<file path="src/rtl/arbitro_rr_if.sv">
// ---------------------------------------------------------------------------
// arbitro_rr_if
// Groups the arbiter's FIFO-side handshake signals into one bundle.
//   enb          arbiter enable (1 = grants allowed)
//   empty[3:0]   empty flags of input FIFOs 0..3
//   almost_full  downstream FIFO almost-full (1 = grants blocked)
//   pop[3:0]     one-hot read strobe to the input FIFOs
//   selector[1:0] registered mux selector
//   push         registered downstream write strobe
//   idle         registered: previous cycle issued no grant
// Modports: master = environment side (FIFO bank / mux), slave = arbiter.
// ---------------------------------------------------------------------------
interface arbitro_rr_if;
    logic       enb;
    logic [3:0] empty;
    logic       almost_full;
    logic [3:0] pop;
    logic [1:0] selector;
    logic       push;
    logic       idle;

    modport master (
        output enb, empty, almost_full,
        input  pop, selector, push, idle
    );

    modport slave (
        input  enb, empty, almost_full,
        output pop, selector, push, idle
    );
endinterface

</file>
<file path="src/rtl/arbitro_rr.sv">
// ---------------------------------------------------------------------------
// arbitro_rr
// Round-robin arbiter sharing the 4:1 datapath mux between four input FIFOs
// and one downstream FIFO. Each cycle it pops at most one non-empty input
// FIFO; one cycle later it drives selector/push, aligned with the FIFO's
// registered read data.
// Ports:
//   clk    system clock, rising edge
//   reset  synchronous, active-high reset
//   bus    arbitro_rr_if.slave (enb, empty, almost_full -> pop, selector,
//          push, idle)
// Parameters:
//   NUM_REQ    number of requesters, must be 4 (2-bit selector)
//   MAX_BURST  max consecutive grants to one owner (1..15), ARB_BURST_EN only
// Configuration macro:
//   ARB_BURST_EN  when defined, the current owner may keep the grant for up
//                 to MAX_BURST consecutive cycles before rotation.
//
// state     | meaning
// ----------+------------------------------------------------
// ST_IDLE   | previous cycle issued no grant (idle=1)
// ST_ACTIVE | previous cycle issued a grant (push pending now)
// ---------------------------------------------------------------------------
module arbitro_rr #(
    parameter int NUM_REQ   = 4,
    parameter int MAX_BURST = 4
) (
    input  logic           clk,
    input  logic           reset,
    arbitro_rr_if.slave    bus
);

    if (NUM_REQ != 4) begin : g_bad_num_req
        $error("arbitro_rr: NUM_REQ must be 4");
    end
    if (MAX_BURST < 1 || MAX_BURST > 15) begin : g_bad_max_burst
        $error("arbitro_rr: MAX_BURST must be within 1..15");
    end

    typedef enum logic {
        ST_IDLE   = 1'b0,
        ST_ACTIVE = 1'b1
    } state_t;

    state_t     state_q, state_d;
    logic [1:0] last_q, last_d;
    logic [1:0] selector_q, selector_d;
    logic       push_q, push_d;

    logic [3:0] req;
    logic       grant_ok;
    logic       found;
    logic [1:0] cand;
    logic [1:0] gnt_idx;
    logic [3:0] pop_c;

`ifdef ARB_BURST_EN
    localparam logic [3:0] BURST_LIM = 4'(MAX_BURST);
    logic [3:0] burst_q, burst_d;
    logic       keep;
`endif

    always_comb begin
        req      = ~bus.empty;
        grant_ok = bus.enb & ~bus.almost_full & ~reset & (|req);

        // Search (last+1), (last+2), ... wrapping; k=NUM_REQ lands on last itself.
        found   = 1'b0;
        cand    = 2'd0;
        gnt_idx = last_q;
        for (int k = 1; k <= NUM_REQ; k++) begin
            cand = last_q + 2'(k);
            if (!found && req[cand]) begin
                found   = 1'b1;
                gnt_idx = cand;
            end
        end

`ifdef ARB_BURST_EN
        // Owner keeps the grant only inside an unbroken run of grants; the
        // counter already includes the owner's first grant of the run.
        keep = (state_q == ST_ACTIVE) && (burst_q != 4'd0) &&
               (burst_q < BURST_LIM) && req[last_q];
        if (keep) begin
            gnt_idx = last_q;
        end
        burst_d = 4'd0;
        if (grant_ok) begin
            burst_d = keep ? burst_q + 4'd1 : 4'd1;
        end
`endif

        pop_c      = grant_ok ? (4'b0001 << gnt_idx) : 4'b0000;
        state_d    = grant_ok ? ST_ACTIVE : ST_IDLE;
        last_d     = grant_ok ? gnt_idx : last_q;
        selector_d = grant_ok ? gnt_idx : selector_q;
        push_d     = grant_ok;
    end

    // A push registered before reset is still presented in the reset cycle;
    // reset only clears what follows, and pop is blocked during reset so no
    // new push is ever scheduled from a reset cycle.
    always_ff @(posedge clk) begin
        if (reset) begin
            state_q    <= ST_IDLE;
            last_q     <= 2'd3;
            selector_q <= 2'd0;
            push_q     <= 1'b0;
`ifdef ARB_BURST_EN
            burst_q    <= 4'd0;
`endif
        end else begin
            state_q    <= state_d;
            last_q     <= last_d;
            selector_q <= selector_d;
            push_q     <= push_d;
`ifdef ARB_BURST_EN
            burst_q    <= burst_d;
`endif
        end
    end

    assign bus.pop      = pop_c;
    assign bus.selector = selector_q;
    assign bus.push     = push_q;
    assign bus.idle     = (state_q == ST_IDLE);

endmodule

</file>
<file path="src/flat_wrapper.sv">
// flat-port wrapper written by rule: the top's interface ports become plain ports
module arbitro_rr_flat 
#(
    parameter int NUM_REQ   = 4,
    parameter int MAX_BURST = 4
)
  (clk, reset, bus_enb, bus_empty, bus_almost_full, bus_pop, bus_selector, bus_push, bus_idle);
  arbitro_rr_if bus_i ();
  input  logic clk;
  input  logic reset;
  input wire logic [$bits(bus_i.enb)-1:0] bus_enb;
  input wire logic [$bits(bus_i.empty)-1:0] bus_empty;
  input wire logic [$bits(bus_i.almost_full)-1:0] bus_almost_full;
  output wire logic [$bits(bus_i.pop)-1:0] bus_pop;
  output wire logic [$bits(bus_i.selector)-1:0] bus_selector;
  output wire logic [$bits(bus_i.push)-1:0] bus_push;
  output wire logic [$bits(bus_i.idle)-1:0] bus_idle;
  assign bus_i.enb = bus_enb;
  assign bus_i.empty = bus_empty;
  assign bus_i.almost_full = bus_almost_full;
  assign bus_pop = bus_i.pop;
  assign bus_selector = bus_i.selector;
  assign bus_push = bus_i.push;
  assign bus_idle = bus_i.idle;
  arbitro_rr #(.NUM_REQ(NUM_REQ), .MAX_BURST(MAX_BURST)) u_core (.clk(clk), .reset(reset), .bus(bus_i));
endmodule
</file>
<file path="config.mk">
export PLATFORM = sky130hd
export DESIGN_NAME = arbitro_rr_flat
export DESIGN_NICKNAME = d
export VERILOG_FILES = /design/src/rtl/arbitro_rr_if.sv /design/src/rtl/arbitro_rr.sv /design/src/flat_wrapper.sv
export SDC_FILE = /design/constraint.sdc
export NUM_CORES = 1
export LEC_CHECK = 0
export ABC_AREA = 0
export CORE_AREA = 2 2 39 41
export DETAILED_ROUTE_END_ITERATION = 16
export DIE_AREA = 0 0 41 43
export SYNTH_ARGS = -nofsm -noshare
export SYNTH_HDL_FRONTEND = slang
export SYNTH_SLANG_ARGS = --single-unit
</file>
<file path="constraint.sdc">
create_clock -name clk -period 3.3 [get_ports clk]
set_input_delay 0.495 -clock clk [delete_from_list [all_inputs] [get_ports clk]]
set_output_delay 0.495 -clock clk [all_outputs]
set_load 0.005 [all_outputs]
</file>
==> results.cfg, run 1 <==
[run_status]
outcome = completed

[power]
p_clk_share_pct = 37.7
seqPwrFrac_pct = 34.8
power.density_nw_per_um2 = 337
switchingPower_uw = 59.6
swShare_pct = 30.1
p_total_uw = 198
p_leak_nw = 0.205
peakVddDrop_mv = 0.162
comb_power_share_pct = 27.5
p_int_uw = 139

[layout]
n_fill_cell = 147
multiInputGateArea_um2 = 278
antennaDiodeCount = 0
utilization_pct = 42.6
final_nets = 70
area_growth_syn_to_layout_pct = 41.4
final_area_um2 = 589
drive_gt1_share_pct = 18.0
seq_area_um2 = 100

[global_route]
gr-total-overflow = 0
grt_pass1_wl_mm = 1.64
antenna_found_initial = 0
grt_start_max_net_pins = 13
grt_pass1_vias = 383
grt_usage_pct = 13.7

[clock_tree]
clkTransAtPathRegs_ns = 0.04
holdBufCountCts = 0
tritoncts = built
clock-sinks = 5
clock_latency_ns = 0.25
cts-htree-levels = 1
postCtsSetupBuffers = 0
cts_resized = 0
cts_buffer_depth = 2
cts_buffers = 3
root_buffer = clkbuf_4

[floorplanning]
core-area_um2 = 1380
die_x_um = 41
dieArea_um2 = 1760
die_h_um = 43
placementRows = 14
io_pins = 16
start_util_pct = 30.1

[critical_path]
reg2reg_to = u_core.bus.selector[0]
r2r_start = u_core.last_q[1]
rr_worst_depth = 3
worstPathRequired_ns = 2.80
path_class = in2out
start_kind = input pin
cp-end-kind = primary output
crit_path_max_fanout = 9
crit_path_end = bus_pop[3]
startpoint = bus_empty[1]
worstPathArrival_ns = 2.42
ff2ff_setup_slack_ns = 1.84

[yosys]
yosys_warnings = 0
synth_seq_area_share_pct = 24.0
syn-cell-area_um2 = 417
synth_seq_cells = 5
syn_area_per_cell_um2 = 9.26
syn_inst = 45
synth.net_count = 53
ys_types = 32

[placement]
hpwl_um = 749
placed_area_um2 = 563
port_buffers = 15
gp_congestion = 0.731

[run]
maxCapViolCount = 0

[timing]
setup_viol = 0
fin_skew_ns = 0.0000878
maxSlewHeadroom_pct = 70.5
fin_crit_ns = 2.91
hold_viol = 0
max_freq_mhz = 343
rsz0062_at_grt = false
tns_ns = 0
drv_slew = 0
worst_pin_slew_ns = 0.438
fin_crit_sh_pct = 88.3

[drt]
met3_length_um = 30
met2_length_um = 441
vias_per_cell = 5.56
first_pass_iters = 4
drc = 0
wirelength_met1_um = 461
via_count = 428
wl_per_cell_um = 12.5
top_layer = met4
drtIter0Drc = 4
ant_nets = 0
wirelength_um = 961

[min_path]
hold_class = reg2reg
## per-stage QoR
stage | std cells | setup slack, ns | hold WS [ns]
after floorplan | 45 | 1.44 | 0.525
after global placement | 73 | 0.415 | 0.567
after detailed placement | 73 | 0.390 | 0.566
after CTS | 77 | 0.392 | 0.572
after global routing | 77 | 0.308 | 0.611
final | 77 | 0.387 | 0.567
## area by class of cell
class / count / area share, %
multi-input combinational: 33 / 47.1
inverter: 4 / 2.55
sequential: 5 / 17.0
timing repair buffer: 15 / 25.5
tap: 16 / 3.40
clock buffer: 4 / 4.46
## metal layers
metal  global-route usage [%]  vias up
met5                        0        -
met4                     8.00        0
met3                     3.14        2
met2                     18.1       10
met1                     19.4      203
li1                         -      213
## synthesized netlist by cell type (all sizes together)
cell type	number	area, um2
dfxtp	5	100
inv	4	15.0
nor2	4	15.0
a211oi	3	32.5
a31oi	3	18.8
buf	3	23.8
nand3	2	22.5
nor2b	2	12.5
nor4	2	18.8
a21boi	1	7.51
a2bb2oi	1	8.76
a311o	1	10.0
a311oi	1	8.76
a32oi	1	8.76
mux2	1	11.3
mux2i	1	10.0
nand2	1	3.75
nand3b	1	7.51
nand4	1	12.5
o21a	1	7.51
o21ai	1	5.00
o221a	1	20.0
o221ai	1	8.76
o31a	1	8.76
o32a	1	10.0
o32ai	1	8.76
## kinds of logic (layout without fill, tap and decap cells)
| kind of cell | Yosys count | count (layout) | synth area share (%) |
|---|---|---|---|
| AND/OR/NAND/NOR | 13 | 13 | 22.2 |
| AO/OA/AOI/OAI | 18 | 18 | 39.3 |
| buffers and inverters | 7 | 23 | 9.31 |
| multiplexers | 2 | 2 | 5.11 |
| flip-flops | 5 | 5 | 24.0 |
## sequential cells by signal, indices dropped and copies added (netlist names)
| name | flops |
|---|---|
| u_core.last_q | 2 |
| u_core.bus.push | 1 |
| u_core.bus.selector | 2 |
## worst max-delay path: stages
cell and delay (ns):
clkdlybuf4s50_1 0.55, mux2_2 0.35, o221a_4 0.27, nor4_2 0.21, clkdlybuf4s50_1 0.54
## power groups by stage
stage | clock (mW) | sequential (mW) | combinational, mW
final | 0.0747 | 0.0691 | 0.0546
after global routing | 0.0827 | 0.0696 | 0.0603
after floorplan | 0 | 0.0666 | 0.0364
after detailed placement | 0 | 0.0702 | 0.0544
after CTS | 0.0782 | 0.0690 | 0.0548
after global placement | 0 | 0.0701 | 0.0544
## layout by cell type (no fill, tap or decap), types with 2 or more instances in the layout
cell,netlist,layout
a211oi_2,2,2
a31oi_1,3,3
clkbuf_4,0,3
clkdlybuf4s50_1,0,15
dfxtp_1,5,5
inv_1,3,3
nor2_1,4,4
nor2b_1,2,2
## how the worst min path moves through the flow
stage | startpoint | endpoint | slack (ns) | depth (start not counted)
2_1_floorplan | u_core.bus.selector[1] | u_core.bus.selector[1] | 0.53 | 2
3_3_place_gp | u_core.bus.selector[1] | u_core.bus.selector[1] | 0.57 | 2
3_5_place_dp | u_core.bus.selector[1] | u_core.bus.selector[1] | 0.57 | 2
4_1_cts | u_core.bus.selector[1] | u_core.bus.selector[1] | 0.57 | 2
5_1_grt | u_core.bus.selector[1] | u_core.bus.selector[1] | 0.61 | 2
6_report | u_core.bus.selector[1] | u_core.bus.selector[1] | 0.57 | 2
No activity file was read; power rests on OpenSTA's default activity.
==> run 2: changes to the inputs <==
--- a/config.mk
+++ b/config.mk
@@ -9,6 +9,7 @@
 export CORE_AREA = 2 2 39 41
 export DETAILED_ROUTE_END_ITERATION = 16
 export DIE_AREA = 0 0 41 43
+export PLACE_DENSITY_LB_ADDON = 0.15
 export SYNTH_ARGS = -nofsm -noshare
 export SYNTH_HDL_FRONTEND = slang
 export SYNTH_SLANG_ARGS = --single-unit
==> run 2 against run 1 <==
Clock skew about the same. Design area stayed put. Sequential power is essentially flat. Worst hold slack got worse by 0.0085 ns. Total power down 1.2%. Register-to-register slack better by 0.02 ns. Critical path type unchanged. Highest routed layer unchanged.
==> results.cfg, run 2 (synthesis results as in run 1) <==
[clock_tree]
holdBufCountCts = 0
postCtsSetupBuffers = 0
root_buffer = clkbuf_4
cts-htree-levels = 1
clock-sinks = 5
cts_resized = 0
tritoncts = built
cts_buffers = 3
cts_buffer_depth = 2
clkTransAtPathRegs_ns = 0.04
clock_latency_ns = 0.24

[timing]
drv_slew = 0
worst_pin_slew_ns = 0.457
hold_viol = 0
tns_ns = 0
fin_skew_ns = 0.000577
setup_viol = 0
holdWs_ns = 0.559
max_freq_mhz = 345
fin_crit_sh_pct = 87.7
rsz0062_at_grt = false
maxSlewHeadroom_pct = 69.2
fin_crit_ns = 2.90

[placement]
hpwl_um = 729
port_buffers = 15
placed_area_um2 = 563
gp_congestion = 0.692

[global_route]
grt_start_max_net_pins = 13
antenna_found_initial = 0
grt_pass1_wl_mm = 1.52
grt_usage_pct = 12.8
grt_pass1_vias = 362
gr-total-overflow = 0

[critical_path]
r2r_start = u_core.last_q[1]
crit_buf_inv = 2
worst_path_dominant_cell_family = buffers and inverters
cp_common_cell = clkdlybuf4s50_1
path_class = in2out
reg2reg_to = u_core.bus.selector[0]
ff2ff_setup_slack_ns = 1.86
cp-end-kind = primary output
start_kind = input pin
path_cells = clkdlybuf4s50_1 -> mux2_2 -> o221a_4 -> nor4_2 -> clkdlybuf4s50_1
worstPathArrival_ns = 2.40
crit_path_max_fanout = 9
worst-path-stages = 5
cp_slowest_cell = clkdlybuf4s50_1
startpoint = bus_empty[1]
worstPathRequired_ns = 2.80
max_stage_delay_ns = 0.54
rr_worst_depth = 3

[floorplanning]
core-area_um2 = 1380
placementRows = 14
die_x_um = 41
die_h_um = 43
io_pins = 16
start_util_pct = 30.1
dieArea_um2 = 1760

[power]
p_total_uw = 196
power.density_nw_per_um2 = 333
p_leak_nw = 0.205
peakVddDrop_mv = 0.121

[layout]
final_common_cell = clkdlybuf4s50_1
n_fill_cell = 157
final_nets = 70
final_area_um2 = 589
multiInputGateArea_um2 = 278
final_cell_mix = 15 x clkdlybuf4s50_1, 5 x dfxtp_1, 4 x nor2_1
drive_gt1_share_pct = 18.0
antennaDiodeCount = 0
seq_area_um2 = 100
area_growth_syn_to_layout_pct = 41.4

[drt]
wl_per_cell_um = 12.4
via_count = 419
ant_nets = 0
drtIter0Drc = 6
vias_per_cell = 5.44
first_pass_iters = 4
drc = 0
wirelength_um = 958

[run]
maxCapViolCount = 0

[min_path]
worstHoldEndpoint = u_core.bus.selector[1]
worstHoldPathCells = 2
min-delay-start = u_core.bus.selector[1]
hold_class = reg2reg

[run_status]
outcome = completed
[run 2: cell counts in the layout (fill, tap and decap cells not counted)]
No cell type changed its count.
[run 2: how the worst max path moves through the flow]
stage / endpoint
4_1_cts: bus_pop[3]
6_report: bus_pop[3]
3_5_place_dp: bus_pop[3]
3_3_place_gp: bus_pop[3]
2_1_floorplan: bus_pop[3]
5_1_grt: bus_pop[2]
[run 2: cell type report]
type / count / share of cell area, %
Timing Repair Buffer: 15 / 25.5
Multi-Input combinational cell: 33 / 47.1
Tap cell: 16 / 3.40
Sequential cell: 5 / 17.0
Inverter: 4 / 2.55
Clock buffer: 4 / 4.46
[run 2: worst register-to-register path, stage by stage (launching register included)]
cell	delay, ns
dfxtp_1	0.53
mux2_2	0.40
o221a_4	0.27
a211oi_2	0.16
[run 2: stage by stage]
step	cells	setup WS, ns	util (%)
after global routing	77	0.295	42.6
after global placement	73	0.405	40.7
after floorplan	45	1.44	-
after CTS	77	0.397	42.6
final	77	0.404	42.6
after detailed placement	73	0.418	40.7
[run 2: report_power, final]
| part | switching, mW | leakage [nW] | internal, mW |
|---|---|---|---|
| combinational | 0.0257 | 0.149 | 0.0288 |
| sequential | 0.00502 | 0.0410 | 0.0640 |
| clock | 0.0266 | 0.0150 | 0.0458 |
| total | 0.0573 | 0.205 | 0.139 |
[run 2: per-layer routing]
layer / part of all wire (%) / wire [um] / up-vias / GRT usage, %
li1: - / - / 213 / -
met1: 45 / 431 / 187 / 16.8
met2: 46 / 437 / 17 / 17.5
met3: 7.1 / 68 / 2 / 2.09
met4: 2.2 / 21 / 0 / 10.0
met5: 0 / 0 / - / 0
==> run 3: changes to the inputs <==
--- a/config.mk
+++ b/config.mk
@@ -9,6 +9,7 @@
 export CORE_AREA = 2 2 39 41
 export DETAILED_ROUTE_END_ITERATION = 16
 export DIE_AREA = 0 0 41 43
+export GPL_ROUTABILITY_DRIVEN = 0
 export PLACE_DENSITY_LB_ADDON = 0.15
 export SYNTH_ARGS = -nofsm -noshare
 export SYNTH_HDL_FRONTEND = slang
==> results of run 3 <==
Same layout as run 2: the final DEF is identical, and so are final timing and power.
